<file path="src/rtl/clkgate_pkg.sv">
// Shared types and limits for the clock-gating controller.
package clkgate_pkg;

  typedef enum logic [1:0] {
    ST_OFF  = 2'd0,
    ST_WAKE = 2'd1,
    ST_ON   = 2'd2,
    ST_IDLE = 2'd3
  } state_t;

  localparam int CLKGATE_CNT_W = 8;
  localparam int CLKGATE_STAT_W = 32;

  localparam int NREQ_MIN = 1;
  localparam int NREQ_MAX = 8;
  localparam int WAKE_CYCLES_MIN = 1;
  localparam int WAKE_CYCLES_MAX = 255;
  localparam int IDLE_CYCLES_MIN = 1;
  localparam int IDLE_CYCLES_MAX = 255;

endpackage

</file>
<file path="src/rtl/clkgate_stat_cnt.sv">
// Saturating cycle counter with a synchronous clear; clear wins over increment.
module clkgate_stat_cnt
  import clkgate_pkg::*;
(
  input  logic                      clk,
  input  logic                      rst_n,
  input  logic                      inc,
  input  logic                      clr,
  output logic [CLKGATE_STAT_W-1:0] count
);

  always_ff @(posedge clk or negedge rst_n) begin
    if (!rst_n) begin
      count <= '0;
    end else if (clr) begin
      count <= '0;
    end else if (inc && (count != '1)) begin
      count <= count + CLKGATE_STAT_W'(1);
    end
  end

endmodule

</file>
<file path="src/rtl/clkgate_ctrl.sv">
// Clock-gating controller: OFF/WAKE/ON/IDLE FSM driving a gated buffer CE pin.
// Define CLKGATE_STATS_EN to build the gated-off cycle statistics counter.
module clkgate_ctrl
  import clkgate_pkg::*;
#(
  parameter int NREQ        = 4,
  parameter int WAKE_CYCLES = 4,
  parameter int IDLE_CYCLES = 16
) (
  input  logic                      i_clk,
  input  logic                      i_nrst,
  input  logic [NREQ-1:0]           i_req,
  input  logic                      i_busy,
  input  logic                      i_force_on,
  input  logic                      i_stat_clr,
  output logic                      o_clk_en,
  output logic [NREQ-1:0]           o_ack,
  output logic [1:0]                o_state,
  output logic [CLKGATE_STAT_W-1:0] o_off_cycles
);

  if (NREQ < NREQ_MIN || NREQ > NREQ_MAX) begin : g_bad_nreq
    $error("clkgate_ctrl: NREQ=%0d out of range", NREQ);
  end
  if (WAKE_CYCLES < WAKE_CYCLES_MIN || WAKE_CYCLES > WAKE_CYCLES_MAX) begin : g_bad_wake
    $error("clkgate_ctrl: WAKE_CYCLES=%0d out of range", WAKE_CYCLES);
  end
  if (IDLE_CYCLES < IDLE_CYCLES_MIN || IDLE_CYCLES > IDLE_CYCLES_MAX) begin : g_bad_idle
    $error("clkgate_ctrl: IDLE_CYCLES=%0d out of range", IDLE_CYCLES);
  end

  localparam logic [CLKGATE_CNT_W-1:0] WAKE_LOAD = CLKGATE_CNT_W'(WAKE_CYCLES - 1);
  localparam logic [CLKGATE_CNT_W-1:0] IDLE_LOAD = CLKGATE_CNT_W'(IDLE_CYCLES - 1);

  state_t                   state, next_state;
  logic [CLKGATE_CNT_W-1:0] cnt, cnt_next;
  logic                     need;
  logic                     clk_en_q;

  assign need = (|i_req) | i_busy | i_force_on;

  always_comb begin
    // NOTE: defaults first so every path assigns both outputs; otherwise a latch is inferred.
    next_state = state;
    cnt_next   = cnt;
    unique case (state)
      ST_OFF: begin
        if (need) begin
          next_state = ST_WAKE;
          cnt_next   = WAKE_LOAD;
        end
      end
      ST_WAKE: begin
        if (cnt == '0) next_state = ST_ON;
        else           cnt_next   = cnt - CLKGATE_CNT_W'(1);
      end
      ST_ON: begin
        if (!need) begin
          next_state = ST_IDLE;
          cnt_next   = IDLE_LOAD;
        end
      end
      ST_IDLE: begin
        // A returning need beats the expiring timer.
        if (need)            next_state = ST_ON;
        else if (cnt == '0)  next_state = ST_OFF;
        else                 cnt_next   = cnt - CLKGATE_CNT_W'(1);
      end
      default: next_state = ST_OFF;
    endcase
  end

  always_ff @(posedge i_clk or negedge i_nrst) begin
    // NOTE: non-blocking for every flop so each samples the pre-edge values.
    if (!i_nrst) begin
      state    <= ST_OFF;
      cnt      <= '0;
      clk_en_q <= 1'b0;
    end else begin
      state    <= next_state;
      cnt      <= cnt_next;
      clk_en_q <= (next_state != ST_OFF);
    end
  end

  // Enable comes straight from a flop so the buffer CE never sees a glitch.
  assign o_clk_en = clk_en_q;
  assign o_ack    = i_req & {NREQ{state == ST_ON}};
  assign o_state  = state;

`ifdef CLKGATE_STATS_EN
  clkgate_stat_cnt u_stat_cnt (
    .clk   (i_clk),
    .rst_n (i_nrst),
    .inc   (state == ST_OFF),
    .clr   (i_stat_clr),
    .count (o_off_cycles)
  );
`else
  logic stat_clr_unused;
  assign stat_clr_unused = i_stat_clr;
  assign o_off_cycles    = '0;
`endif

endmodule
</file>
<file path="config.mk">
export PLATFORM = sky130hd
export DESIGN_NAME = clkgate_ctrl
export DESIGN_NICKNAME = d
export VERILOG_FILES = /design/src/rtl/clkgate_pkg.sv /design/src/rtl/clkgate_stat_cnt.sv /design/src/rtl/clkgate_ctrl.sv
export SDC_FILE = /design/constraint.sdc
export NUM_CORES = 1
export LEC_CHECK = 0
export CAP_MARGIN = 20
export CORE_MARGIN = 5
export CORE_UTILIZATION = 23
export CTS_CLUSTER_DIAMETER = 50
export DETAILED_ROUTE_END_ITERATION = 12
export SYNTH_ARGS = -nofsm -noshare
export SYNTH_HDL_FRONTEND = slang
export SYNTH_SLANG_ARGS = --single-unit
</file>
<file path="constraint.sdc">
create_clock -name i_clk -period 1.9 [get_ports i_clk]
set_clock_uncertainty 0.1 [all_clocks]
set_input_delay 0.285 -clock i_clk [delete_from_list [all_inputs] [get_ports i_clk]]
set_output_delay 0.285 -clock i_clk [all_outputs]
set_load 0.01 [all_outputs]
</file>
# --- Word level (Yosys, flattened, before mapping) ---
# Index checks and enable logic that the tools add are counted.
totals:
  wordCells: 29
  ff_bits: 11
  inputBits: 9
classes:
  mux: 11
  reduce_logical: 5
  bitwise_logic: 3
  eq_ne: 6
  add_sub_neg: 1
ops:
  columns: ["operator", "count"]
  rows:
  - ["$mux 8", 4]
  - ["$pmux 8 s4", 1]
  - ["$mux 2", 5]
  - ["$logic_not 8->1", 1]
  - ["$pmux 2 s4", 1]
  - ["$sub 8x1->8 const B", 1]
  - ["$ne 2x2->1 const B", 3]
  - ["$and 4x4->4", 1]
  - ["$eq 2x2->1 const B", 2]
  - ["$reduce_or 4->1", 1]
  - ["$reduce_and 3->1", 1]
  - ["$eq 2x1->1 const B", 1]
  - ["$logic_not 2->1", 1]
  - ["$or 1x1->1", 2]
  - ["$reduce_bool 2->1", 1]

# --- Depth between registers and ports, before layout ---
logic_depth:
  word_depth: 6
  depth_mapped: 8
  ltp_nobuf: 6

# --- Worst setup path before layout ---
# No wires, ideal clock.
synth_path:
  path_kind: "register to register"
  from: "register cnt[0]"
  to: "register cnt[0]"
  stages_incl_launch_ff: 9
  slack_ns: -0.141
  setup_ns: 0.125
  t_arrival_ns: 1.816
  path_buffers: 2
  path_cell_list: "dfrtp_1 inv_1 ha_1 nor3b_1 and4_1 buf_6 or3_4 buf_6 mux2_4"
synth_via:
  elab_chain_cells: 4
synth_rtl:
  columns: ["item", "line", "rtl"]
  rows:
  - ["from (decl)", "clkgate_ctrl.sv:36", "logic [CLKGATE_CNT_W-1:0] cnt, cnt_next;"]
  - ["from (signal assigned)", "clkgate_ctrl.sv:81", "cnt <= cnt_next;"]
  - ["$sub 8x1->8 or $logic_not 8->1 (tied branches)", null, null]
  - ["$mux 8 (*)", "clkgate_ctrl.sv:54, clkgate_ctrl.sv:66", null]
  - ["$mux 8", "clkgate_ctrl.sv:65", "if (need) next_state = ST_ON;"]
  - ["$pmux 8 s4 (*)", "clkgate_ctrl.sv:46", "unique case (state)"]
# Every way passes the cells marked *; elsewhere a longest branch is shown, timed or not. The select of a mux whose other input is x is not followed.
# A chain may end at the register's enable or synchronous reset.

# --- Worst setup path in the final report ---
layout_path:
  from: "register cnt[1]"
  to: "register cnt[0]"
layout_via:
  elab_chain_cells: 4
layout_rtl:
  columns: ["item", "line"]
  rows:
  - ["$logic_not 8->1 (*)", "clkgate_ctrl.sv:54, clkgate_ctrl.sv:66"]
  - ["$mux 8 (*)", null]
  - ["$mux 8", null]
  - ["$pmux 8 s4 (*)", null]
# Marks and branches as above.

==> impl_metrics.tcl <==
set metrics [dict create \
    cts_buffers 3 \
    io_buffers 14 \
    cts_max_level 1 \
    combPwrFrac 0.278 \
    die_x_um 76.2 \
    reg2reg_from "cnt[1]$_DFFE_PN0P_" \
    relSlewSlack 0.653 \
    setup_violations 0 \
    setup-tns-final_ns 0 \
    synth_edf_count 0 \
    root_buffer "clkbuf_8" \
    ys_ff_latch 11 \
    power.density_nw_per_um2 641 \
    grt_pass1_wl_mm 3.31 \
    avgRoutedWirePerCell_um 11.1 \
    synth_top_area_frac 0.273 \
    dieHeight_um 76.2 \
    synth_ff_type "dfrtp_1" \
    drive_gt1_frac 0.213 \
    crit_path_max_incr_delay_ns 0.45 \
    worstPathRequired_ns 1.92 \
    grt_max_degree 13 \
    grt_pass1_vias 702 \
    hold_buffers 0 \
    seq_area_um2 277 \
    r2r_end "cnt[0]$_DFFE_PN0P_" \
    utilization 0.284 \
    slew_viol_final 0 \
    drc 0 \
    grt_setup_unrepaired "yes" \
    worst-path-max-fanout 7 \
    multi_input_area_um2 564 \
    via_per_inst 4.10 \
    worstRegToRegCells 6 \
    fin_crit_sh 0.976 \
    drt_iter0_drc 20 \
    netlist_top_cells_area "dfrtp_1 27%, buf_4 25%, o31ai_1 3.7%" \
    tightest_slew_ns 0.518 \
    reg2reg_slack_ns 0.05 \
    cts_tree "done" \
    clock-sinks 11 \
    die_area_um2 5800 \
    synth_area_um2 1010 \
    switching_share 0.315 \
    fin_cells 188 \
    synth_warnings 0 \
    intPower_w 0.000535 \
    area_growth_pct 21.0 \
    max_cap_violations 0 \
    fin_nets 148 \
    clock_latency_ns 0.24 \
    synth_cells 111 \
    cp.arrival_ns 1.88 \
    clock_path_buffers 2 \
    place_inst 183 \
    nFillCells 466 \
    first_pass_iters 2 \
    finalCriticalPeriod_ns 1.85 \
    ir_drop_mv 0.134 \
    path_class "reg -> reg" \
    std_cell_rows 24 \
    fmax_ghz 0.539 \
    status "completed" \
    crit_path_end_kind "flop" \
    hold_viol 0 \
    cts.clk_slew.worst_paths_ns 0.05 \
    wl_mm 2.08 \
    sequentialPowerShare 0.419 \
    power_w 0.000781 \
    p_leak_nw 0.575 \
    vias 771 \
    gp_congestion 0.750 \
    pwr-share-clk 0.303 \
    p_sw_w 0.000246 \
    syn_avg_cell_area_um2 9.07 \
    hold_class "in -> async" \
    synthArstFlopShare 1.00 \
    antenna_found_initial 0 \
    antenna_cells 0 \
    post-dp-hpwl_mm 1.60 \
    synthTopCellsByCount "33 x buf_4, 11 x dfrtp_1, 6 x nand2_1, 6 x nor2_1" \
    io_pins 48 \
    overflow 0 \
    synth_area_leader_cell "dfrtp_1" \
    ant_nets 0 \
    grt_usage 0.0697 \
    start_kind "flop" \
    seq_area_frac_synth 0.273 \
    cpMaxStageDelayCell "or3_4" \
    path_cells "inv_2 -> ha_2 -> nor3b_1 -> and4_1 -> or3_4 -> mux2_4" \
    yosysUniqueCellTypes 32 \
    initial_core_util 0.235 \
    core-area_um2 4290 \
    synth.most_common_cell "buf_4" \
]
## timing repair
item,4_1_cts,5_1_grt
setup endpoints to repair,4,8
endpoints found under the hold margin,0,0
resized for setup,4,8
buffers inserted,0,1
pin swaps,0,3
## routing by layer
metal  wire [um]  share of wire  global-route usage  vias to the layer above
met3         148          0.071              0.0201                        5
met5           0              0                   0                        -
met2        1040           0.50               0.116                       21
met4          44          0.021              0.0420                        0
li1            -              -                   -                      370
met1         850           0.41              0.0783                      375
## worst max-delay path by stage
stage / start / endpoint / slack (ns) / cells past startpoint
after CTS: cnt[1]$_DFFE_PN0P_ / cnt[6]$_DFFE_PN0P_ / 0.007 / 6
after floorplan: cnt[0]$_DFFE_PN0P_ / cnt[0]$_DFFE_PN0P_ / -0.08 / 8
after global placement: i_req[0] / cnt[1]$_DFFE_PN0P_ / -0.20 / 5
after global routing: cnt[1]$_DFFE_PN0P_ / cnt[0]$_DFFE_PN0P_ / -0.03 / 6
final: cnt[1]$_DFFE_PN0P_ / cnt[0]$_DFFE_PN0P_ / 0.05 / 6
after detailed placement: i_req[0] / cnt[1]$_DFFE_PN0P_ / -0.24 / 5
## sequential cells by signal, summed over array words and instances, names as in the netlist
name and flops:
o_state 2, o_clk_en 1, cnt 8
## worst max-delay path, delay by kind of cell, from the launching register on
| family | cells | cell delay, ns |
|---|---|---|
| flops | 1 | 0.37 |
| buf+inv | 1 | 0.05 |
| simple gates | 3 | 0.75 |
| fa+ha+maj | 1 | 0.17 |
| mux | 1 | 0.31 |
## cell type report
class                      instances  share of cell area
inverter                           5              0.0154
sequential                        11               0.227
timing repair buffer              27               0.204
multi-input combinational         89               0.463
tap                               52              0.0534
clock buffer                       4              0.0370
## stage by stage
step	instance area [um^2]	hold slack [ns]	worst slack, ns
2_1_floorplan	1130	-0.111	-0.0842
3_3_place_gp	1130	0.454	-0.202
3_5_place_dp	1130	0.459	-0.238
4_1_cts	1190	0.313	0.00720
5_1_grt	1220	0.357	-0.0286
6_report	1220	0.292	0.0451
## power groups by stage
stage                     sequential (W)  combinational [W]  clock (W)
after floorplan                 0.000317           0.000187          0
after global placement          0.000327           0.000213          0
after detailed placement        0.000325           0.000216          0
after CTS                       0.000324           0.000214   0.000243
after global routing            0.000335           0.000241   0.000253
final                           0.000328           0.000217   0.000236
## layout by cell type, fill, tap and decap left out, types with 2 or more instances in the layout
cell / instances
nor3b_1: 3
nand3_1: 3
mux2_4: 2
inv_1: 4
o221ai_1: 2
dfrtp_1: 10
clkdlybuf4s50_1: 8
buf_4: 13
conb_1: 32
nor2_1: 6
and4_1: 2
o31ai_1: 5
nand2_1: 6
nor3_1: 2
and2_1: 5
dlymetal6s2s_1: 5
nand3b_1: 3
clkbuf_8: 3
## kinds of logic after synthesis
logic type	Yosys count	synth area share
adder cells (fa/ha/maj)	2	0.0248
buffers and inverters	42	0.303
AO/OA/AOI/OAI	14	0.122
flip-flops	11	0.273
other	1	0.00372
multiplexers	2	0.0298
AND/OR/NAND/NOR	39	0.243
No activity file was read; power rests on OpenSTA's default activity.
